`config.mk`:
```
export PLATFORM = sky130hd
export DESIGN_NAME = itr_trigger_gen
export DESIGN_NICKNAME = d
export VERILOG_FILES = /design/src/rtl/itr_trigger_gen.sv
export SDC_FILE = /design/constraint.sdc
export NUM_CORES = 2
export LEC_CHECK = 0
export CORE_UTILIZATION = 56
export CTS_BUF_LIST = sky130_fd_sc_hd__clkbuf_8
export DETAILED_ROUTE_END_ITERATION = 12
export HOLD_SLACK_MARGIN = 0.1
export PLACE_DENSITY = 0.7
export SLEW_MARGIN = 20
export SYNTH_ARGS = -nofsm -noshare
export SYNTH_HDL_FRONTEND = slang
export SYNTH_SLANG_ARGS = --single-unit
```
`constraint.sdc`:
```
create_clock -name clk -period 11.17 [get_ports clk]
set_clock_uncertainty 0.1 [all_clocks]
set_input_delay 2.234 -clock clk [delete_from_list [all_inputs] [get_ports clk]]
set_output_delay 2.234 -clock clk [all_outputs]
set_load 0.005 [all_outputs]
```
`src/rtl/itr_trigger_gen.sv`:
```
// Address-triggered interrupt stimulus generator: a programmable table of one-shot
// address triggers, each driving one interrupt channel as a fixed pulse or a held level.
module itr_trigger_gen #(
  parameter int ADDR_W   = 32,
  parameter int ENTRIES  = 16,
  parameter int CHANNELS = 6,
  parameter int LEN_W    = 8,
  parameter int IDX_W    = (ENTRIES > 1) ? $clog2(ENTRIES) : 1,
  parameter int CH_W     = (CHANNELS > 1) ? $clog2(CHANNELS) : 1
) (
  input  logic                  clk,
  input  logic                  reset,
  input  logic [ADDR_W-1:0]     addr,
  input  logic                  cfg_we,
  input  logic [IDX_W-1:0]      cfg_idx,
  input  logic [ADDR_W-1:0]     cfg_addr,
  input  logic [CH_W-1:0]       cfg_chan,
  input  logic [LEN_W-1:0]      cfg_len,
  input  logic                  cfg_mode,
  input  logic                  cfg_valid,
  input  logic                  rearm,
  input  logic [CHANNELS-1:0]   ack,
  output logic [CHANNELS-1:0]   irq,
  output logic [ENTRIES-1:0]    fired,
  output logic                  busy,
  output logic [2*CHANNELS-1:0] dbg_state
);

  typedef enum logic [1:0] {
    ST_IDLE  = 2'd0,
    ST_PULSE = 2'd1,
    ST_HOLD  = 2'd2
  } ch_state_e;

  // Trigger table; only valid and fired need a reset value.
  logic [ENTRIES-1:0] e_valid;
  logic [ADDR_W-1:0]  e_addr [ENTRIES];
  logic [CH_W-1:0]    e_chan [ENTRIES];
  logic [LEN_W-1:0]   e_len  [ENTRIES];
  logic [ENTRIES-1:0] e_mode;

  ch_state_e          state_q [CHANNELS];
  ch_state_e          state_d [CHANNELS];
  logic [LEN_W-1:0]   cnt_q   [CHANNELS];
  logic [LEN_W-1:0]   cnt_d   [CHANNELS];

  logic [ENTRIES-1:0]  wr_sel;
  logic [ENTRIES-1:0]  tgt_idle;
  logic [ENTRIES-1:0]  hit;
  logic [ENTRIES-1:0]  fire_oh;
  logic [ENTRIES-1:0]  fired_d;
  logic                fire_any;
  logic [CH_W-1:0]     fire_chan;
  logic [LEN_W-1:0]    fire_len;
  logic                fire_mode;
  logic [CHANNELS-1:0] ch_start;

  // cfg_we is a single-cycle write strobe that is always accepted; there is no back-pressure.
  always_comb begin
    wr_sel   = '0;
    tgt_idle = '0;
    for (int i = 0; i < ENTRIES; i++) begin
      wr_sel[i] = cfg_we && (cfg_idx == IDX_W'(i));
      for (int c = 0; c < CHANNELS; c++) begin
        if (e_chan[i] == CH_W'(c) && state_q[c] == ST_IDLE) tgt_idle[i] = 1'b1;
      end
    end
  end

  // A write to an entry masks its hit in the same cycle, so the write wins.
  always_comb begin
    hit = '0;
    for (int i = 0; i < ENTRIES; i++) begin
      hit[i] = e_valid[i] && !fired[i] && (e_addr[i] == addr) && tgt_idle[i] && !wr_sel[i];
    end
  end

  assign fire_oh  = hit & (~hit + ENTRIES'(1));
  assign fire_any = |hit;

  always_comb begin
    fire_chan = '0;
    fire_len  = '0;
    fire_mode = 1'b0;
    for (int i = 0; i < ENTRIES; i++) begin
      if (fire_oh[i]) begin
        fire_chan = e_chan[i];
        fire_len  = e_len[i];
        fire_mode = e_mode[i];
      end
    end
  end

  // Fire is applied last so it overrides both rearm and the write-clear.
  always_comb begin
    fired_d = rearm ? '0 : fired;
    fired_d = fired_d & ~wr_sel;
    fired_d = fired_d | fire_oh;
  end

  always_ff @(posedge clk) begin
    if (reset) begin
      e_valid <= '0;
      fired   <= '0;
    end else begin
      fired <= fired_d;
      for (int i = 0; i < ENTRIES; i++) begin
        if (wr_sel[i]) e_valid[i] <= cfg_valid;
      end
    end
  end

  always_ff @(posedge clk) begin
    for (int i = 0; i < ENTRIES; i++) begin
      if (wr_sel[i]) begin
        e_addr[i] <= cfg_addr;
        e_chan[i] <= cfg_chan;
        e_len[i]  <= cfg_len;
        e_mode[i] <= cfg_mode;
      end
    end
  end

  always_comb begin
    ch_start = '0;
    for (int c = 0; c < CHANNELS; c++) begin
      ch_start[c] = fire_any && (fire_chan == CH_W'(c));
    end
  end

  always_comb begin
    for (int c = 0; c < CHANNELS; c++) begin
      state_d[c] = state_q[c];
      cnt_d[c]   = cnt_q[c];
      unique case (state_q[c])
        ST_IDLE: begin
          if (ch_start[c]) begin
            state_d[c] = fire_mode ? ST_HOLD : ST_PULSE;
            cnt_d[c]   = fire_len;
          end
        end
        ST_PULSE: begin
          if (ack[c] || cnt_q[c] == '0) state_d[c] = ST_IDLE;
          else                          cnt_d[c]   = cnt_q[c] - LEN_W'(1);
        end
        ST_HOLD: begin
          if (ack[c]) state_d[c] = ST_IDLE;
        end
        default: state_d[c] = ST_IDLE;
      endcase
    end
  end

  always_ff @(posedge clk) begin
    if (reset) begin
      irq <= '0;
      for (int c = 0; c < CHANNELS; c++) begin
        state_q[c] <= ST_IDLE;
        cnt_q[c]   <= '0;
      end
    end else begin
      for (int c = 0; c < CHANNELS; c++) begin
        state_q[c] <= state_d[c];
        cnt_q[c]   <= cnt_d[c];
        irq[c]     <= (state_d[c] != ST_IDLE);
      end
    end
  end

  always_comb begin
    busy      = 1'b0;
    dbg_state = '0;
    for (int c = 0; c < CHANNELS; c++) begin
      busy                = busy | (state_q[c] != ST_IDLE);
      dbg_state[2*c +: 2] = state_q[c];
    end
  end

endmodule

```
Yosys cells after proc, flatten, opt, wreduce, memory -nomap -nowiden

Memories as Yosys holds them, arrays and structs flattened.
Cells that the tools add are included.

Output and inout port bits: 35
RAM bits: 748
Logic and storage cells: 874
Memories: 5
Input port bits: 91
Flip-flop bits (word level): 54

Reductions and logical operators: 308
Bitwise gates (word level): 22
$add $sub $neg: 7
Equality and inequality tests: 128
Multiplexer cells: 370

Memory list:

| memory  | depth | width | read ports | clocked after memory_dff | write ports | line | RTL |
|---|---|---|---|---|---|---|---|
| e_addr  | 16    | 32    | 16         | 0                        | 1           | 37   | `logic [ADDR_W-1:0] e_addr [ENTRIES];` |
| e_len   | 16    | 8     | 16         | 0                        | 1           | 39   | `logic [LEN_W-1:0] e_len [ENTRIES];` |
| cnt_q   | 6     | 8     | 6          | 0                        | 6           | 44   | `logic [LEN_W-1:0] cnt_q [CHANNELS];` |
| e_chan  | 16    | 3     | 16         | 0                        | 1           | 38   | `logic [CH_W-1:0] e_chan [ENTRIES];` |
| state_q | 6     | 2     | 6          | 0                        | 6           | 42   | `ch_state_e state_q [CHANNELS];` |

Operator list:

| kind                                                                   | number |
|---|---|
| 32-bit equality test                                                   | 16 |
| 32-bit 2-to-1 mux                                                      | 15 |
| 32-bit OR reduction                                                    | 15 |
| 8-bit 2-to-1 mux                                                       | 49 |
| 1-bit 2-to-1 mux                                                       | 192 |
| 1-bit logical AND                                                      | 182 |
| 4-bit 2-to-1 mux                                                       | 45 |
| 8-bit OR reduction                                                     | 15 |
| 3-bit by 2-bit equality test with 1-bit output (second input constant) | 34 |
| 3-bit equality test (second input constant)                            | 34 |
| 8-bit one-hot mux with 2 select lines                                  | 6 |
| 3-bit 2-to-1 mux                                                       | 31 |
| 3-bit by 1-bit equality test with 1-bit output (second input constant) | 17 |
| 3-bit zero test                                                        | 17 |
| 2-bit 2-to-1 mux                                                       | 25 |
| 8-bit zero test                                                        | 6 |
| 8-bit by 1-bit subtractor with 8-bit output (second input constant)    | 6 |
| 3-bit OR reduction                                                     | 15 |
| 2-bit one-hot mux with 3 select lines                                  | 6 |
| 16-bit AND                                                             | 2 |
| 4-bit equality test (second input constant)                            | 8 |
| 1-bit zero test                                                        | 32 |
| 16-bit inverter                                                        | 2 |
| 2-bit nonzero test                                                     | 12 |
| other kinds (13)                                                       | 53 |

Logic depth before layout (Yosys ltp)

Word-level depth: 34
Mapped depth: 18
Mapped depth without buffers: 13

Least setup slack after synthesis

OpenSTA, ideal clock, no wires.

Path type: input to register
Start point: input cfg_idx[3]
End point: memory cnt_q[3][4]
Stages on the path: 14
Data required time: 10.940 ns
Buffers on the path: 2
Setup time: 0.130 ns
Slack: 3.329 ns
Data arrival time: 7.610 ns
Cell sequence: or3b_1 -> nor2_1 -> or4_1 -> nor4b_4 -> or3_4 -> buf_6 -> nor4_1 -> a221oi_1 -> a211oi_1 -> nor2_1 -> o21ai_1 -> buf_2 -> a21boi_1 -> o22ai_1

RTL lines:

| what        | line | RTL |
|---|---|---|
| from (decl) | 15   | `input logic [IDX_W-1:0] cfg_idx,` |
| to (decl)   | 44   |  |

==> results_dict.tcl <==
set metrics [dict create \
    fin_crit_sh 0.7532 \
    avgSynthCellArea_um2 12.51 \
    nFillCells 5193 \
    cts_tree "done" \
    place.gp.congestion 1.014 \
    ys_ff_latch 802 \
    peakVddDrop_uv 130.0 \
    synthSimpleGateAreaFrac 0.1482 \
    grt_start_max_net_pins 83 \
    synthFlopType "edfxtp_1" \
    final_antenna_net_count 0 \
    startpoint_type "input port" \
    path_delay_family "simple AND/OR/NAND/NOR gates" \
    sw_frac_of_total 0.2509 \
    regToRegStartpoint "state_q[0][0]" \
    ys_top_cells_by_area "edfxtp_1 (55%), xor2_1 (7.2%), dfxtp_1 (5.1%)" \
    io_pins 126 \
    core_um2 67510 \
    path_cells "clkdlybuf4s50_1 > and3b_1 > nand2_1 > inv_2 > nor4_1 > nand4_1 > nand4_1 > nor4_1 > a221oi_1 > a211oi_1 > nor2_1 > o21ai_1 > mux2_2 > a21oi_1" \
    die_h_um 263.7 \
    cts_buffers 134 \
    max_slew.worst_pin.slew_ns 1.244 \
    synthCells 3066 \
    yosys_warnings 0 \
    pwr-share-seq 0.526 \
    fin_setup_tns_ns 0 \
    pwr-share-clk 0.407 \
    hold_path_end "e_valid[5]" \
    slowest_stage "nor4_1" \
    synth.largest_area_cell "edfxtp_1" \
    end_kind "flip-flop" \
    wirelength_um 141100 \
    worst-r2r-cell-count 13 \
    ctsResizeCount 0 \
    final_util 0.6441 \
    clkTransAtPathRegs_ns 0.06 \
    synthAdderAreaFrac 0.003916 \
    syn_nets 3169 \
    ys_seq_area_frac 0.6025 \
    slew_headroom 0.1679 \
    cts_max_path_buffers 3 \
    die-area_um2 69520 \
    r2r_slack_ns 4.40 \
    cts_hold_buf 0 \
    start_util 0.5679 \
    hold_violations 0 \
    switchingPower_mw 1.594 \
    post_drt_wl_per_cell_um 33.09 \
    firstDrtPassIters 8 \
    cts_root_buf "clkbuf_8" \
    syn_to_final_growth_pct 13.41 \
    internal-power_mw 4.759 \
    cp_max_fo 47 \
    yosysUniqueCellTypes 104 \
    synth_edf_count 704 \
    dp_cells 4018 \
    wl_met2_um 63620 \
    setup_viol 0 \
    r2r-end "cnt_q[3][0]" \
    min_delay_path_depth 2 \
    clk_latency_ns 0.84 \
    rsz0062_at_grt "no" \
    combPwrFrac 0.067 \
    clock_sinks 802 \
    async_flop_share 0 \
    drcViolationCount 0 \
    die_w_um 263.7 \
    synth_mux_area_frac 0.01292 \
    highest_layer "met5" \
    slew_violations 0 \
    finalCriticalPeriod_ns 8.413 \
    drv_cap 0 \
    num_vias 29210 \
    critPathKind "input port to flip-flop" \
    grtUsageTotal 0.4037 \
    required_ns 11.72 \
    layoutNonFillerInstCount 4264 \
    rows 95 \
    grt_pass1_wl_um 198100 \
    antenna_found_initial 6 \
    h-tree-depth 4 \
    cts_setup_buffers 0 \
    synth_top_area_frac 0.5513 \
    port_buffers 125 \
    finalPower_mw 6.352 \
    gr-total-overflow 0 \
    syn_area_um2 38340 \
    pwr_density_cell_nw_per_um2 146.1 \
    drtIter0Drc 4132 \
    dp_hpwl_um 95110 \
    hold_start "e_valid[5]" \
    fmax_ghz 0.1189 \
    wl_met3_um 16820 \
    layout-drive-gt1-share 0.1089 \
    min_path_type "flip-flop to flip-flop" \
    status "complete, no violations" \
    synth_top_family_by_area "simple AND/OR/NAND/NOR gates" \
    nNetsFinal 3384 \
    power_leakage_nw 14.50 \
    drt-met1-wl_um 53250 \
    synth_xor_area_frac 0.1144 \
    cp.arrival_ns 8.96 \
    critPathMaxStageDelay_ns 1.08 \
    crit_buf_inv 2 \
    avgViaCountPerCell 6.851 \
    synth_compound_area_frac 0.09218 \
    grt_pass1_vias 27740 \
]
## through the flow
stage | setup WS, ns | hold WS, ns | cell area [um^2]
after floorplan | 3.329 | 0.3318 | 38340
after global placement | 2.055 | 0.3395 | 40820
final | 2.757 | 0.3510 | 43480
after detailed placement | 2.135 | 0.3452 | 40830
after CTS | 2.986 | 0.3515 | 43440
after global routing | 2.425 | 0.3701 | 43480
## layout make-up
class                   count  area (um^2)  share of cell area
inverters                  75        286.5            0.006589
diodes                      4        10.01           0.0002302
flip-flops and latches    802        23100              0.5313
clock inverters            99        638.1             0.01467
repair buffers            227         1999             0.04598
multi-input cells        2041        14390              0.3309
well taps                 873         1092             0.02512
clock buffers             143         1968             0.04526
## cell usage after synthesis, types with 33 or more instances
| master | number |
|---|---|
| edfxtp_1 | 704 |
| xor2_1 | 315 |
| xnor2_1 | 186 |
| nand2_1 | 148 |
| nor4_1 | 136 |
| nor2_1 | 133 |
| a21oi_1 | 107 |
| nand4_1 | 104 |
| nor3_1 | 100 |
| dfxtp_1 | 98 |
| buf_2 | 83 |
| nand3_1 | 76 |
| inv_1 | 75 |
| o21ai_0 | 67 |
| clkbuf_1 | 54 |
| nand2b_1 | 54 |
| nor2b_1 | 44 |
| a31oi_1 | 37 |
| a211oi_1 | 33 |
## registers in the layout, indices dropped and copies added (netlist names)
signal / flops
e_addr: 512
e_len: 128
cnt_q: 48
e_chan: 48
e_mode: 16
e_valid: 16
fired: 16
state_q: 12
irq: 6
## power groups by stage
stage          combinational [mW]  sequential [mW]  clock (mW)
2_1_floorplan               0.196             3.40           0
3_3_place_gp                0.405             3.40           0
3_5_place_dp                0.410             3.40           0
4_1_cts                     0.413             3.34        2.59
5_1_grt                     0.434             3.34        2.72
6_report                    0.427             3.34        2.59
## how the worst max path moves through the flow
stage / startpoint / endpoint / depth (start not counted)
finish: cfg_we / cnt_q[3][0] / 14
global placement: addr[20] / irq[1] / 13
floorplan: cfg_idx[3] / cnt_q[3][4] / 14
CTS: cfg_we / cnt_q[3][0] / 14
detailed placement: addr[16] / cnt_q[1][2] / 14
global route: cfg_idx[2] / cnt_q[3][4] / 14
## routing by layer
| layer | vias to the layer above | track usage |
|---|---|---|
| li1 | 12220 | - |
| met1 | 14400 | 0.5382 |
| met2 | 2162 | 0.6190 |
| met3 | 427 | 0.1044 |
| met4 | 4 | 0.1912 |
| met5 | - | 0 |
## worst register-to-register path, cell delays in order (launching register included)
cell and delay, ns:
dfxtp_1 0.49, buf_4 0.27, or2_1 0.47, mux4_2 0.33, o22ai_1 0.25, nand4_1 0.62
nand4_1 0.68, nor4_1 1.09, a221oi_1 0.20, a211oi_1 0.75, nor2_1 0.25, o21ai_1 0.74
mux2_2 0.30, a21oi_1 0.07
## placed cells by master, fill, tap and decap left out, types with 33 or more instances in the layout
master,n
dfxtp_1,98
a211oi_1,33
o21ai_0,66
buf_4,101
xnor2_1,186
a31oi_1,36
nand3_1,76
nor2_1,126
nand2b_1,54
nor2b_1,44
edfxtp_1,704
nand4_1,104
nor3_1,100
inv_1,113
xor2_1,315
clkdlybuf4s50_1,121
nor4_1,126
a21oi_1,107
clkbuf_8,143
nand2_1,148
## kinds of logic after synthesis
group                    count (synthesis)
adder cells (fa/ha/maj)                 12
flip-flops                             802
multiplexers                            32
AND/OR/NAND/NOR                        996
AO/OA/AOI/OAI                          500
XOR/XNOR                               501
buffers and inverters                  223
Note: power is estimated with default switching activity, not from simulation.
